`config.mk`:
```
export PLATFORM = sky130hd
export DESIGN_NAME = eq_ui_controller_flat
export DESIGN_NICKNAME = d
export VERILOG_FILES = /design/src/rtl/eq_ui_pkg.sv /design/src/rtl/eq_ui_controller_if.sv /design/src/rtl/eq_gain_table.sv /design/src/rtl/eq_ui_controller.sv /design/src/flat_wrapper.sv
export SDC_FILE = /design/constraint.sdc
export NUM_CORES = 1
export LEC_CHECK = 0
export CAP_MARGIN = 20
export CORE_MARGIN = 2
export CORE_UTILIZATION = 55
export CTS_CLUSTER_DIAMETER = 80
export CTS_CLUSTER_SIZE = 14
export DETAILED_ROUTE_END_ITERATION = 6
export PLACE_DENSITY = 0.86
export SYNTH_ARGS = -nofsm -noshare
export SYNTH_HDL_FRONTEND = slang
export SYNTH_HIERARCHICAL = 1
export SYNTH_SLANG_ARGS = --single-unit
```
`constraint.sdc`:
```
create_clock -name i_clk -period 7.9 [get_ports i_clk]
set_clock_uncertainty 0.1 [all_clocks]
set_input_delay 1.975 -clock i_clk [delete_from_list [all_inputs] [get_ports i_clk]]
set_output_delay 1.975 -clock i_clk [all_outputs]
set_load 0.05 [all_outputs]
```
`src/rtl/eq_ui_pkg.sv`:
```
// Shared definitions for the equaliser user interface.
// Holds the UI state and menu item encodings (also used by the display
// decoder), the band/gain sizing constants and the signed gain type.
package eq_ui_pkg;

  localparam int NUM_BANDS = 6;
  localparam int GAIN_MAX  = 12;
  localparam int GAIN_W    = 5;
  localparam int BAND_W    = 3;
  localparam int TABLE_W   = GAIN_W * NUM_BANDS;

  typedef enum logic [2:0] {
    INIT = 3'd0,
    PLAY = 3'd1,
    MENU = 3'd2,
    BAND = 3'd3,
    GAIN = 3'd4
  } ui_state_t;

  typedef enum logic [1:0] {
    EQ     = 2'd0,
    OFFSET = 2'd1,
    RESET  = 2'd2
  } menu_item_t;

  typedef logic signed [GAIN_W-1:0] gain_t;

  localparam gain_t GAIN_HI = gain_t'(GAIN_MAX);
  localparam gain_t GAIN_LO = gain_t'(-GAIN_MAX);

endpackage

```
`src/rtl/eq_ui_controller_if.sv`:
```
// Key and settings bundle between the key debouncers, the UI controller and
// the display/EQ stages.
//   master : key source / settings consumer (drives keys and init_done)
//   slave  : the UI controller (drives UI state and settings)
interface eq_ui_controller_if;
  import eq_ui_pkg::*;

  logic               i_init_done;
  logic               i_key_up;
  logic               i_key_down;
  logic               i_key_sel;
  logic               i_key_back;
  logic               i_key_menu;
  logic [2:0]         o_state;
  logic [2:0]         o_menu_state;
  logic [2:0]         o_band;
  logic [31:0]        o_gain;
  logic [2:0]         o_offset;
  logic               o_play_enable;
  logic [TABLE_W-1:0] o_gain_table;
  logic               o_eq_update;

  modport master (
    output i_init_done, i_key_up, i_key_down, i_key_sel, i_key_back, i_key_menu,
    input  o_state, o_menu_state, o_band, o_gain, o_offset, o_play_enable,
           o_gain_table, o_eq_update
  );

  modport slave (
    input  i_init_done, i_key_up, i_key_down, i_key_sel, i_key_back, i_key_menu,
    output o_state, o_menu_state, o_band, o_gain, o_offset, o_play_enable,
           o_gain_table, o_eq_update
  );

endinterface

```
`src/rtl/eq_gain_table.sv`:
```
// Per-band saturating gain registers.
// Ports:
//   clk, srst   clock, synchronous active-high reset
//   band        selected band, 1..NUM_BANDS
//   inc, dec    step the selected band's gain by +1 / -1 (saturating)
//   clear_all   zero every band
//   gain_table  packed gains, band b at bits [5b-1 : 5b-5]
//   sel_gain    gain of the selected band
//   changed     the requested inc/dec will actually alter the stored value
module eq_gain_table
  import eq_ui_pkg::*;
(
  input  logic               clk,
  input  logic               srst,
  input  logic [BAND_W-1:0]  band,
  input  logic               inc,
  input  logic               dec,
  input  logic               clear_all,
  output logic [TABLE_W-1:0] gain_table,
  output gain_t              sel_gain,
  output logic               changed
);

  gain_t gains [NUM_BANDS];

  genvar gi;
  generate
    for (gi = 0; gi < NUM_BANDS; gi++) begin : gen_band
      gain_t gain_reg;
      logic  hit;

      assign hit = (band == BAND_W'(gi + 1));

      always_ff @(posedge clk) begin
        if (srst || clear_all) begin
          gain_reg <= '0;
        end else if (hit && inc && gain_reg != GAIN_HI) begin
          gain_reg <= gain_reg + gain_t'(1);
        end else if (hit && dec && gain_reg != GAIN_LO) begin
          gain_reg <= gain_reg - gain_t'(1);
        end
      end

      assign gains[gi] = gain_reg;
      assign gain_table[gi*GAIN_W +: GAIN_W] = gain_reg;
    end
  endgenerate

  always_comb begin
    sel_gain = '0;
    for (int b = 0; b < NUM_BANDS; b++) begin
      if (band == BAND_W'(b + 1)) sel_gain = gains[b];
    end
  end

  // Saturated presses must not strobe the EQ datapath.
  assign changed = (inc && sel_gain != GAIN_HI) || (dec && sel_gain != GAIN_LO);

endmodule

```
`src/rtl/eq_ui_controller.sv`:
```
// Key-driven equaliser UI controller.
// Turns single-cycle key pulses into UI state, menu cursor, selected band,
// per-band gains, output offset and play enable. All settings are registered;
// o_eq_update pulses for one cycle alongside any new gain table/offset.
// Ports:
//   i_clk, i_rst  clock, synchronous active-high reset
//   bus           eq_ui_controller_if.slave: keys/init_done in, settings out
module eq_ui_controller
  import eq_ui_pkg::*;
(
  input  logic               i_clk,
  input  logic               i_rst,
  eq_ui_controller_if.slave  bus
);

  ui_state_t         state_reg, state_next;
  menu_item_t        menu_reg, menu_next;
  logic [BAND_W-1:0] band_reg, band_next;
  logic [2:0]        offset_reg, offset_next;
  logic              play_reg, play_next;
  logic              update_reg, update_next;

  logic  gain_inc, gain_dec, gain_clear, offset_bump;
  logic  gain_changed;
  gain_t sel_gain;

  // One action per cycle: back > sel > menu > up > down.
  logic act_back, act_sel, act_menu, act_up, act_down;
  assign act_back = bus.i_key_back;
  assign act_sel  = bus.i_key_sel  && !act_back;
  assign act_menu = bus.i_key_menu && !bus.i_key_sel && !act_back;
  assign act_up   = bus.i_key_up   && !bus.i_key_menu && !bus.i_key_sel && !act_back;
  assign act_down = bus.i_key_down && !bus.i_key_up && !bus.i_key_menu
                    && !bus.i_key_sel && !act_back;

  always_ff @(posedge i_clk) begin
    if (i_rst) begin
      state_reg  <= INIT;
      menu_reg   <= EQ;
      band_reg   <= BAND_W'(1);
      offset_reg <= '0;
      play_reg   <= 1'b0;
      update_reg <= 1'b0;
    end else begin
      state_reg  <= state_next;
      menu_reg   <= menu_next;
      band_reg   <= band_next;
      offset_reg <= offset_next;
      play_reg   <= play_next;
      update_reg <= update_next;
    end
  end

  always_comb begin
    state_next  = state_reg;
    menu_next   = menu_reg;
    band_next   = band_reg;
    offset_next = offset_reg;
    play_next   = play_reg;
    gain_inc    = 1'b0;
    gain_dec    = 1'b0;
    gain_clear  = 1'b0;
    offset_bump = 1'b0;

    case (state_reg)
      INIT: begin
        if (bus.i_init_done) state_next = PLAY;
      end
      PLAY: begin
        if (act_sel) begin
          play_next = !play_reg;
        end else if (act_menu) begin
          state_next = MENU;
          menu_next  = EQ;
        end
      end
      MENU: begin
        if (act_back) begin
          state_next = PLAY;
        end else if (act_sel) begin
          case (menu_reg)
            EQ:     state_next = BAND;
            OFFSET: begin
              offset_next = offset_reg + 3'd1;
              offset_bump = 1'b1;
            end
            RESET: begin
              gain_clear  = 1'b1;
              offset_next = '0;
              state_next  = PLAY;
            end
            default: menu_next = EQ;
          endcase
        end else if (act_up) begin
          menu_next = (menu_reg == RESET) ? EQ : menu_item_t'(menu_reg + 2'd1);
        end else if (act_down) begin
          menu_next = (menu_reg == EQ) ? RESET : menu_item_t'(menu_reg - 2'd1);
        end
      end
      BAND: begin
        if (act_back) begin
          state_next = MENU;
        end else if (act_sel) begin
          state_next = GAIN;
        end else if (act_up) begin
          band_next = (band_reg == BAND_W'(NUM_BANDS)) ? BAND_W'(1) : band_reg + BAND_W'(1);
        end else if (act_down) begin
          band_next = (band_reg == BAND_W'(1)) ? BAND_W'(NUM_BANDS) : band_reg - BAND_W'(1);
        end
      end
      GAIN: begin
        if (act_back || act_sel) begin
          state_next = BAND;
        end else if (act_up) begin
          gain_inc = 1'b1;
        end else if (act_down) begin
          gain_dec = 1'b1;
        end
      end
      default: state_next = INIT;  // recover from unreachable encodings
    endcase
  end

  // Registered together with the gain/offset so the strobe lines up with the
  // first cycle the new value is visible.
  assign update_next = gain_changed || gain_clear || offset_bump;

  eq_gain_table u_gain_table (
    .clk        (i_clk),
    .srst       (i_rst),
    .band       (band_reg),
    .inc        (gain_inc),
    .dec        (gain_dec),
    .clear_all  (gain_clear),
    .gain_table (bus.o_gain_table),
    .sel_gain   (sel_gain),
    .changed    (gain_changed)
  );

  assign bus.o_state       = state_reg;
  assign bus.o_menu_state  = {1'b0, menu_reg};
  assign bus.o_band        = band_reg;
  assign bus.o_gain        = {{(32-GAIN_W){sel_gain[GAIN_W-1]}}, sel_gain};
  assign bus.o_offset      = offset_reg;
  assign bus.o_play_enable = play_reg;
  assign bus.o_eq_update   = update_reg;

endmodule
```
`src/flat_wrapper.sv`:
```
// flat-port wrapper written by rule: the top's interface ports become plain ports
module eq_ui_controller_flat import eq_ui_pkg::*;
  (i_clk, i_rst, bus_i_init_done, bus_i_key_up, bus_i_key_down, bus_i_key_sel, bus_i_key_back, bus_i_key_menu, bus_o_state, bus_o_menu_state, bus_o_band, bus_o_gain, bus_o_offset, bus_o_play_enable, bus_o_gain_table, bus_o_eq_update);
  eq_ui_controller_if bus_i ();
  input  logic i_clk;
  input  logic i_rst;
  input wire logic [$bits(bus_i.i_init_done)-1:0] bus_i_init_done;
  input wire logic [$bits(bus_i.i_key_up)-1:0] bus_i_key_up;
  input wire logic [$bits(bus_i.i_key_down)-1:0] bus_i_key_down;
  input wire logic [$bits(bus_i.i_key_sel)-1:0] bus_i_key_sel;
  input wire logic [$bits(bus_i.i_key_back)-1:0] bus_i_key_back;
  input wire logic [$bits(bus_i.i_key_menu)-1:0] bus_i_key_menu;
  output wire logic [$bits(bus_i.o_state)-1:0] bus_o_state;
  output wire logic [$bits(bus_i.o_menu_state)-1:0] bus_o_menu_state;
  output wire logic [$bits(bus_i.o_band)-1:0] bus_o_band;
  output wire logic [$bits(bus_i.o_gain)-1:0] bus_o_gain;
  output wire logic [$bits(bus_i.o_offset)-1:0] bus_o_offset;
  output wire logic [$bits(bus_i.o_play_enable)-1:0] bus_o_play_enable;
  output wire logic [$bits(bus_i.o_gain_table)-1:0] bus_o_gain_table;
  output wire logic [$bits(bus_i.o_eq_update)-1:0] bus_o_eq_update;
  assign bus_i.i_init_done = bus_i_init_done;
  assign bus_i.i_key_up = bus_i_key_up;
  assign bus_i.i_key_down = bus_i_key_down;
  assign bus_i.i_key_sel = bus_i_key_sel;
  assign bus_i.i_key_back = bus_i_key_back;
  assign bus_i.i_key_menu = bus_i_key_menu;
  assign bus_o_state = bus_i.o_state;
  assign bus_o_menu_state = bus_i.o_menu_state;
  assign bus_o_band = bus_i.o_band;
  assign bus_o_gain = bus_i.o_gain;
  assign bus_o_offset = bus_i.o_offset;
  assign bus_o_play_enable = bus_i.o_play_enable;
  assign bus_o_gain_table = bus_i.o_gain_table;
  assign bus_o_eq_update = bus_i.o_eq_update;
  eq_ui_controller u_core (.i_clk(i_clk), .i_rst(i_rst), .bus(bus_i));
endmodule
```
==> results of run 1 <==
==> Yosys cell counts, types with 8 or more instances <==
| master | number |
|---|---|
| xor2_1 | 11 |
| clkbuf_1 | 9 |
| a21oi_1 | 36 |
| dfxtp_1 | 43 |
| nand2_1 | 14 |
| xnor2_1 | 14 |
| mux2i_1 | 15 |
| nor2_1 | 60 |
| buf_2 | 8 |
| ha_1 | 28 |
| a21o_1 | 10 |
| buf_4 | 29 |
| o22ai_1 | 8 |
| inv_1 | 14 |
| nor3_1 | 8 |
| nand2b_1 | 13 |
| o21ai_0 | 20 |
==> report_power, final <==
group | switching, W | total [W] | internal [W]
Clock | 0.0000808 | 0.000183 | 0.000102
Sequential | 0.00000562 | 0.000224 | 0.000218
Combinational | 0.0000320 | 0.0000510 | 0.0000190
Total | 0.000118 | 0.000458 | 0.000340
==> logic make-up after synthesis <==
family | count (synthesis)
adder cells (fa/ha/maj) | 34
XOR/XNOR | 25
AO/OA/AOI/OAI | 114
AND/OR/NAND/NOR | 152
flip-flops | 43
multiplexers | 18
buffers and inverters | 64
other | 1
==> final cells by class <==
class | instances | area share
clock buffer | 6 | 0.0185
clock inverter | 2 | 0.00783
inverter | 15 | 0.0126
multi-input combinational | 344 | 0.559
sequential | 43 | 0.193
tap | 80 | 0.0224
timing repair buffer | 84 | 0.187
==> routing by layer <==
| layer | routed length [um] | global-route usage | vias to the layer above |
|---|---|---|---|
| met5 | 0 | 0 | - |
| met4 | 143 | 0.0767 | 0 |
| met2 | 4360 | 0.415 | 122 |
| met1 | 3960 | 0.299 | 1611 |
| met3 | 526 | 0.0371 | 14 |
| li1 | - | - | 1678 |
==> how the worst min path moves through the flow <==
stage | cells after the start | end | slack, ns
floorplan | 2 | u_core/bus.o_offset[2]$_SDFFE_PP0P_ | 0.61
global placement | 2 | u_core/bus.o_offset[2]$_SDFFE_PP0P_ | 0.38
detailed placement | 2 | u_core/bus.o_offset[2]$_SDFFE_PP0P_ | 0.39
CTS | 2 | u_core/bus.o_offset[2]$_SDFFE_PP0P_ | 0.40
global route | 2 | u_core/bus.o_offset[2]$_SDFFE_PP0P_ | 0.46
finish | 2 | u_core/bus.o_offset[2]$_SDFFE_PP0P_ | 0.40
==> metrics by stage <==
| step | cell area (um^2) | setup slack, ns | hold WS, ns | std cells | power (W) |
|---|---|---|---|---|---|
| 4_1_cts | 4470 | 2.53 | 0.403 | 574 | 0.000462 |
| 3_5_place_dp | 4350 | 2.55 | 0.387 | 566 | 0.000279 |
| 2_1_floorplan | 3740 | 3.14 | 0.613 | 451 | 0.000266 |
| 6_report | 4470 | 2.55 | 0.404 | 574 | 0.000458 |
| 3_3_place_gp | 4350 | 2.68 | 0.379 | 566 | 0.000279 |
| 5_1_grt | 4470 | 2.24 | 0.459 | 574 | 0.000473 |
==> tightest hold or removal path, cell delays in order (launching register included) <==
cell and delay [ns]:
dfxtp_1 0.33, o21ai_0 0.07, a21oi_1 0.06
==> flow_metrics.env, run 1 <==
export IMPL_rsz0062_at_grt="no"
export IMPL_io_pins=84
export IMPL_postLayoutCoreUtil=0.669
export IMPL_synth_seq_area_share=0.230
export IMPL_routed_wirelength_mm=8.99
export IMPL_r2r_start="u_core/bus.o_band[0]$_SDFFE_PP1P_"
export IMPL_hold_class="reg2reg"
export IMPL_worst_setup_path_type="reg2out"
export IMPL_p_leak_nw=1.70
export IMPL_synthAdderAreaFrac=0.126
export IMPL_path_max_fanout=30
export IMPL_drtIter0Drc=274
export IMPL_synth_compound_area_frac=0.203
export IMPL_port_buffers=82
export IMPL_area_growth_synth_to_final_pct=19.7
export IMPL_slowest_stage="clkdlybuf4s50_1"
export IMPL_drive_gt1_frac=0.0587
export IMPL_synth_main_ff_cell="dfxtp_1"
export IMPL_clkSlewWorstSetupHoldPaths_ns=0.09
export IMPL_final_nets=535
export IMPL_routedWlPerCell_um=15.7
export IMPL_yosys_area_top_type="dfxtp_1"
export IMPL_coreArea_um2=6680
export IMPL_path_cells="nand2b_1, o22ai_1, a22o_1, clkdlybuf4s50_1"
export IMPL_antenna_found_initial=0
export IMPL_n_fill_cell=577
export IMPL_cts_max_path_buffers=2
export IMPL_path_buf_inv=1
export IMPL_ys_warn_count=6
export IMPL_cts_max_level=2
export IMPL_final_max_slew_viol_count=0
export IMPL_cp_depth=4
export IMPL_synthesis_area_um2=3740
export IMPL_n_antenna_cell=0
export IMPL_rows=30
export IMPL_clk_latency_ns=0.30
export IMPL_async_reset_ff_frac=0
export IMPL_syn_nets=493
export IMPL_grt_total_usage=0.238
export IMPL_slew_limit_headroom=0.420
export IMPL_tightest_slew_ns=0.869
export IMPL_cts_resized=0
export IMPL_gp_congestion=0.894
export IMPL_endpoint_kind="output port"
export IMPL_layout_common_cells="82 x clkdlybuf4s50_1, 60 x nor2_1, 43 x dfxtp_1, 36 x a21oi_1, 28 x ha_1"
export IMPL_max_stage_delay_ns=0.95
export IMPL_grt_max_degree=31
export IMPL_regToRegSetupSlack_ns=4.66
export IMPL_timing_fmax_mhz=187
export IMPL_cts_root_buffer="clkbuf_8"
export IMPL_synth_edf_count=0
export IMPL_cap_violations=0
export IMPL_worstPathArrival_ns=3.27
export IMPL_hold_viol=0
export IMPL_largest_reg_flops=30
export IMPL_yosys_area_share_simple=0.229
export IMPL_start_kind="flop"
export IMPL_grt_pass1_wl_mm=14.6
export IMPL_drc=0
export IMPL_status="finished clean"
export IMPL_die_h_um=86.4
export IMPL_final_antenna_net_count=0
export IMPL_dr_pass1_iters=5
export IMPL_synthTopCellsByArea="dfxtp_1 23%, ha_1 9.4%, nor2_1 6.0%"
export IMPL_synth_xor_area_share=0.0586
export IMPL_cts_sinks=43
export IMPL_grt_ovfl_total=0
export IMPL_layout_commonest_cell="clkdlybuf4s50_1"
export IMPL_cts_tree="built"
export IMPL_critical_path_startpoint="u_core/bus.o_band[1]$_SDFFE_PP0P_"
export IMPL_synth_top_family_by_area="simple AND/OR/NAND/NOR gates"
export IMPL_synth_area_per_cell_um2=8.29
export IMPL_grt_pass1_vias=3140
export IMPL_rr_endpoint="u_core/u_gain_table/gen_band[2].gain_reg[4]$_SDFFE_PP0P_"
export IMPL_rr_worst_depth=10
export IMPL_power_density_nw_per_um2=102
export IMPL_ys_types=65
export IMPL_regArea_um2=861
export IMPL_required_ns=5.83
export IMPL_synth_area_mux_share=0.0502
export IMPL_tns_ns=0
export IMPL_initial_core_util=0.559
export IMPL_synth_seq_cells=43
export IMPL_dieWidth_um=86.4
export IMPL_dieArea_um2=7470
export IMPL_post_cts_buffers=0
export IMPL_synth_cells=451
export IMPL_post_dp_hpwl_mm=6.58
export IMPL_ir_drop_mv=0.0899
export IMPL_multi_input_area_um2=2500
export IMPL_min_period_over_period=0.677
export IMPL_vias=3425
export IMPL_hold_buffers=0
export IMPL_vias_per_cell=5.97
export IMPL_min_period_ns=5.35
export IMPL_critPathCapture="bus_o_gain[4]"
export IMPL_setup_viol=0
export IMPL_synth_top_area_share=0.230
export IMPL_cts_made_buffers=5
export IMPL_critical_path_top_delay_family="buffers and inverters"
export IMPL_hp_start="u_core/bus.o_offset[2]$_SDFFE_PP0P_"
Power figures use the tool's default switching activity.
==> run 2, diff against run 1 <==
CORE_UTILIZATION = 52   (was 55)
PLACE_DENSITY = 0.82   (was 0.86)
clock period = 5.4 ns   (was 7.9 ns; I/O delays follow)
==> flow_metrics.env, run 2 (synthesis gave the netlist of run 1 again) <==
export IMPL_regToRegSetupSlack_ns=2.14
export IMPL_port_buffers=82
export IMPL_regArea_um2=861
export IMPL_cts_max_path_buffers=2
export IMPL_clk_latency_ns=0.30
export IMPL_worstPathArrival_ns=3.33
export IMPL_p_leak_nw=1.68
export IMPL_multi_input_area_um2=2500
export IMPL_final_nets=535
export IMPL_rsz0062_at_grt="no"
export IMPL_antenna_found_initial=0
export IMPL_grt_pass1_wl_mm=14.7
export IMPL_die_h_um=88.8
export IMPL_n_antenna_cell=0
export IMPL_post_cts_buffers=0
export IMPL_dp_cells=582
export IMPL_internal_power_w=0.000438
export IMPL_start_kind="flop"
export IMPL_power_density_nw_per_um2=138
export IMPL_io_pins=84
export IMPL_vias=3454
export IMPL_wl_met2_mm=4.46
export IMPL_max_stage_delay_ns=0.96
export IMPL_endpoint_kind="output port"
export IMPL_p_sw_w=0.000179
export IMPL_cts_sinks=43
export IMPL_drive_gt1_frac=0.0587
export IMPL_critical_path_top_delay_family="buffers and inverters"
export IMPL_timing_fmax_mhz=209
export IMPL_hold_viol=0
export IMPL_grt_max_degree=31
export IMPL_coreArea_um2=6870
export IMPL_setup_viol=0
export IMPL_cts_max_level=2
export IMPL_tns_ns=0
export IMPL_routedWlPerCell_um=15.5
export IMPL_vias_per_cell=5.85
export IMPL_dieArea_um2=7880
export IMPL_status="finished clean"
export IMPL_gp_congestion=0.854
export IMPL_cts_tree="built"
export IMPL_n_fill_cell=605
export IMPL_hold_class="reg2reg"
export IMPL_grt_ovfl_total=0
export IMPL_worst_setup_path_type="reg2out"
export IMPL_layout_common_cells="82 x clkdlybuf4s50_1, 60 x nor2_1, 43 x dfxtp_1, 36 x a21oi_1, 28 x ha_1"
export IMPL_worstHoldPathCells=2
export IMPL_cp_depth=4
export IMPL_grt_pass1_vias=3184
export IMPL_cts_made_buffers=5
export IMPL_drtIter0Drc=231
export IMPL_dr_wl_met3_um=564
export IMPL_slew_limit_headroom=0.388
export IMPL_grt_total_usage=0.230
export IMPL_hold_buffers=0
export IMPL_ir_drop_mv=0.121
export IMPL_tightest_slew_ns=0.917
export IMPL_rows=30
export IMPL_cts_root_buffer="clkbuf_8"
export IMPL_routed_top_layer="met4"
export IMPL_cap_violations=0
export IMPL_path_cells="inv_1, and3_1, a22o_1, clkdlybuf4s50_1"
export IMPL_area_growth_synth_to_final_pct=19.4
export IMPL_routed_wirelength_mm=9.17
export IMPL_min_period_over_period=0.885
export IMPL_required_ns=3.95
export IMPL_drc=0
export IMPL_final_antenna_net_count=0
export IMPL_final_cell_area_um2=4460
export IMPL_min_period_ns=4.78
export IMPL_path_buf_inv=2
export IMPL_dr_pass1_iters=5
export IMPL_dieWidth_um=88.8
export IMPL_initial_core_util=0.544
export IMPL_clkSlewWorstSetupHoldPaths_ns=0.09
export IMPL_final_max_slew_viol_count=0
export IMPL_place_area_um2=4370
export IMPL_clockPowerShare=0.347
export IMPL_sequentialPowerShare=0.532
export IMPL_holdWs_ns=0.405
export IMPL_path_max_fanout=30
export IMPL_slowest_stage="clkdlybuf4s50_1"
export IMPL_combPwrFrac=0.121
export IMPL_final_cells=590
export IMPL_drt_met1_wl_mm=3.97
export IMPL_post_dp_hpwl_mm=6.61
export IMPL_netSwitchingFraction=0.290
export IMPL_layout_commonest_cell="clkdlybuf4s50_1"
export IMPL_largest_reg_flops=30
export IMPL_cts_resized=0
export IMPL_rr_worst_depth=10
[run 2: cell type report]
cell class	count	share of cell area
multi-input cells	344	0.560
flip-flops and latches	43	0.193
repair buffers	84	0.187
well taps	96	0.0269
clock buffers	5	0.0154
inverters	15	0.0126
clock inverters	3	0.00449
[run 2: routing by layer]
metal | GRT usage | up-vias
met4 | 0.0675 | 0
met3 | 0.0476 | 20
met5 | 0 | -
li1 | - | 1679
met2 | 0.400 | 134
met1 | 0.286 | 1621
[run 2: tightest hold or removal path, stage by stage (launching register included)]
cell and delay (ns):
dfxtp_1 0.34, o21ai_0 0.07, a21oi_1 0.06
[run 2: power groups by stage]
stage	sequential (W)	combinational [W]	clock, W
after global placement	0.000336	0.0000737	0
after CTS	0.000328	0.0000741	0.000220
final	0.000328	0.0000745	0.000214
after detailed placement	0.000335	0.0000737	0
after floorplan	0.000339	0.0000498	0
after global routing	0.000329	0.0000795	0.000232
[run 2: worst paths after layout]
kind                                            start                                                  endpoint
setup / recovery    u_core/bus.o_band[0]$_SDFFE_PP1P_                                            bus_o_gain[25]
hold / removal    u_core/bus.o_offset[2]$_SDFFE_PP0P_                       u_core/bus.o_offset[2]$_SDFFE_PP0P_
setup reg to reg    u_core/bus.o_band[2]$_SDFFE_PP0P_  u_core/u_gain_table/gen_band[3].gain_reg[4]$_SDFFE_PP0P_
hold reg to reg   u_core/bus.o_offset[2]$_SDFFE_PP0P_                       u_core/bus.o_offset[2]$_SDFFE_PP0P_
[run 2: metrics by stage]
stage	worst slack [ns]	total power [W]	util
global placement	0.797	0.000409	0.637
CTS	0.629	0.000622	0.650
detailed placement	0.641	0.000409	0.637
finish	0.621	0.000617	0.650
floorplan	1.26	0.000389	-
global route	0.374	0.000640	0.650
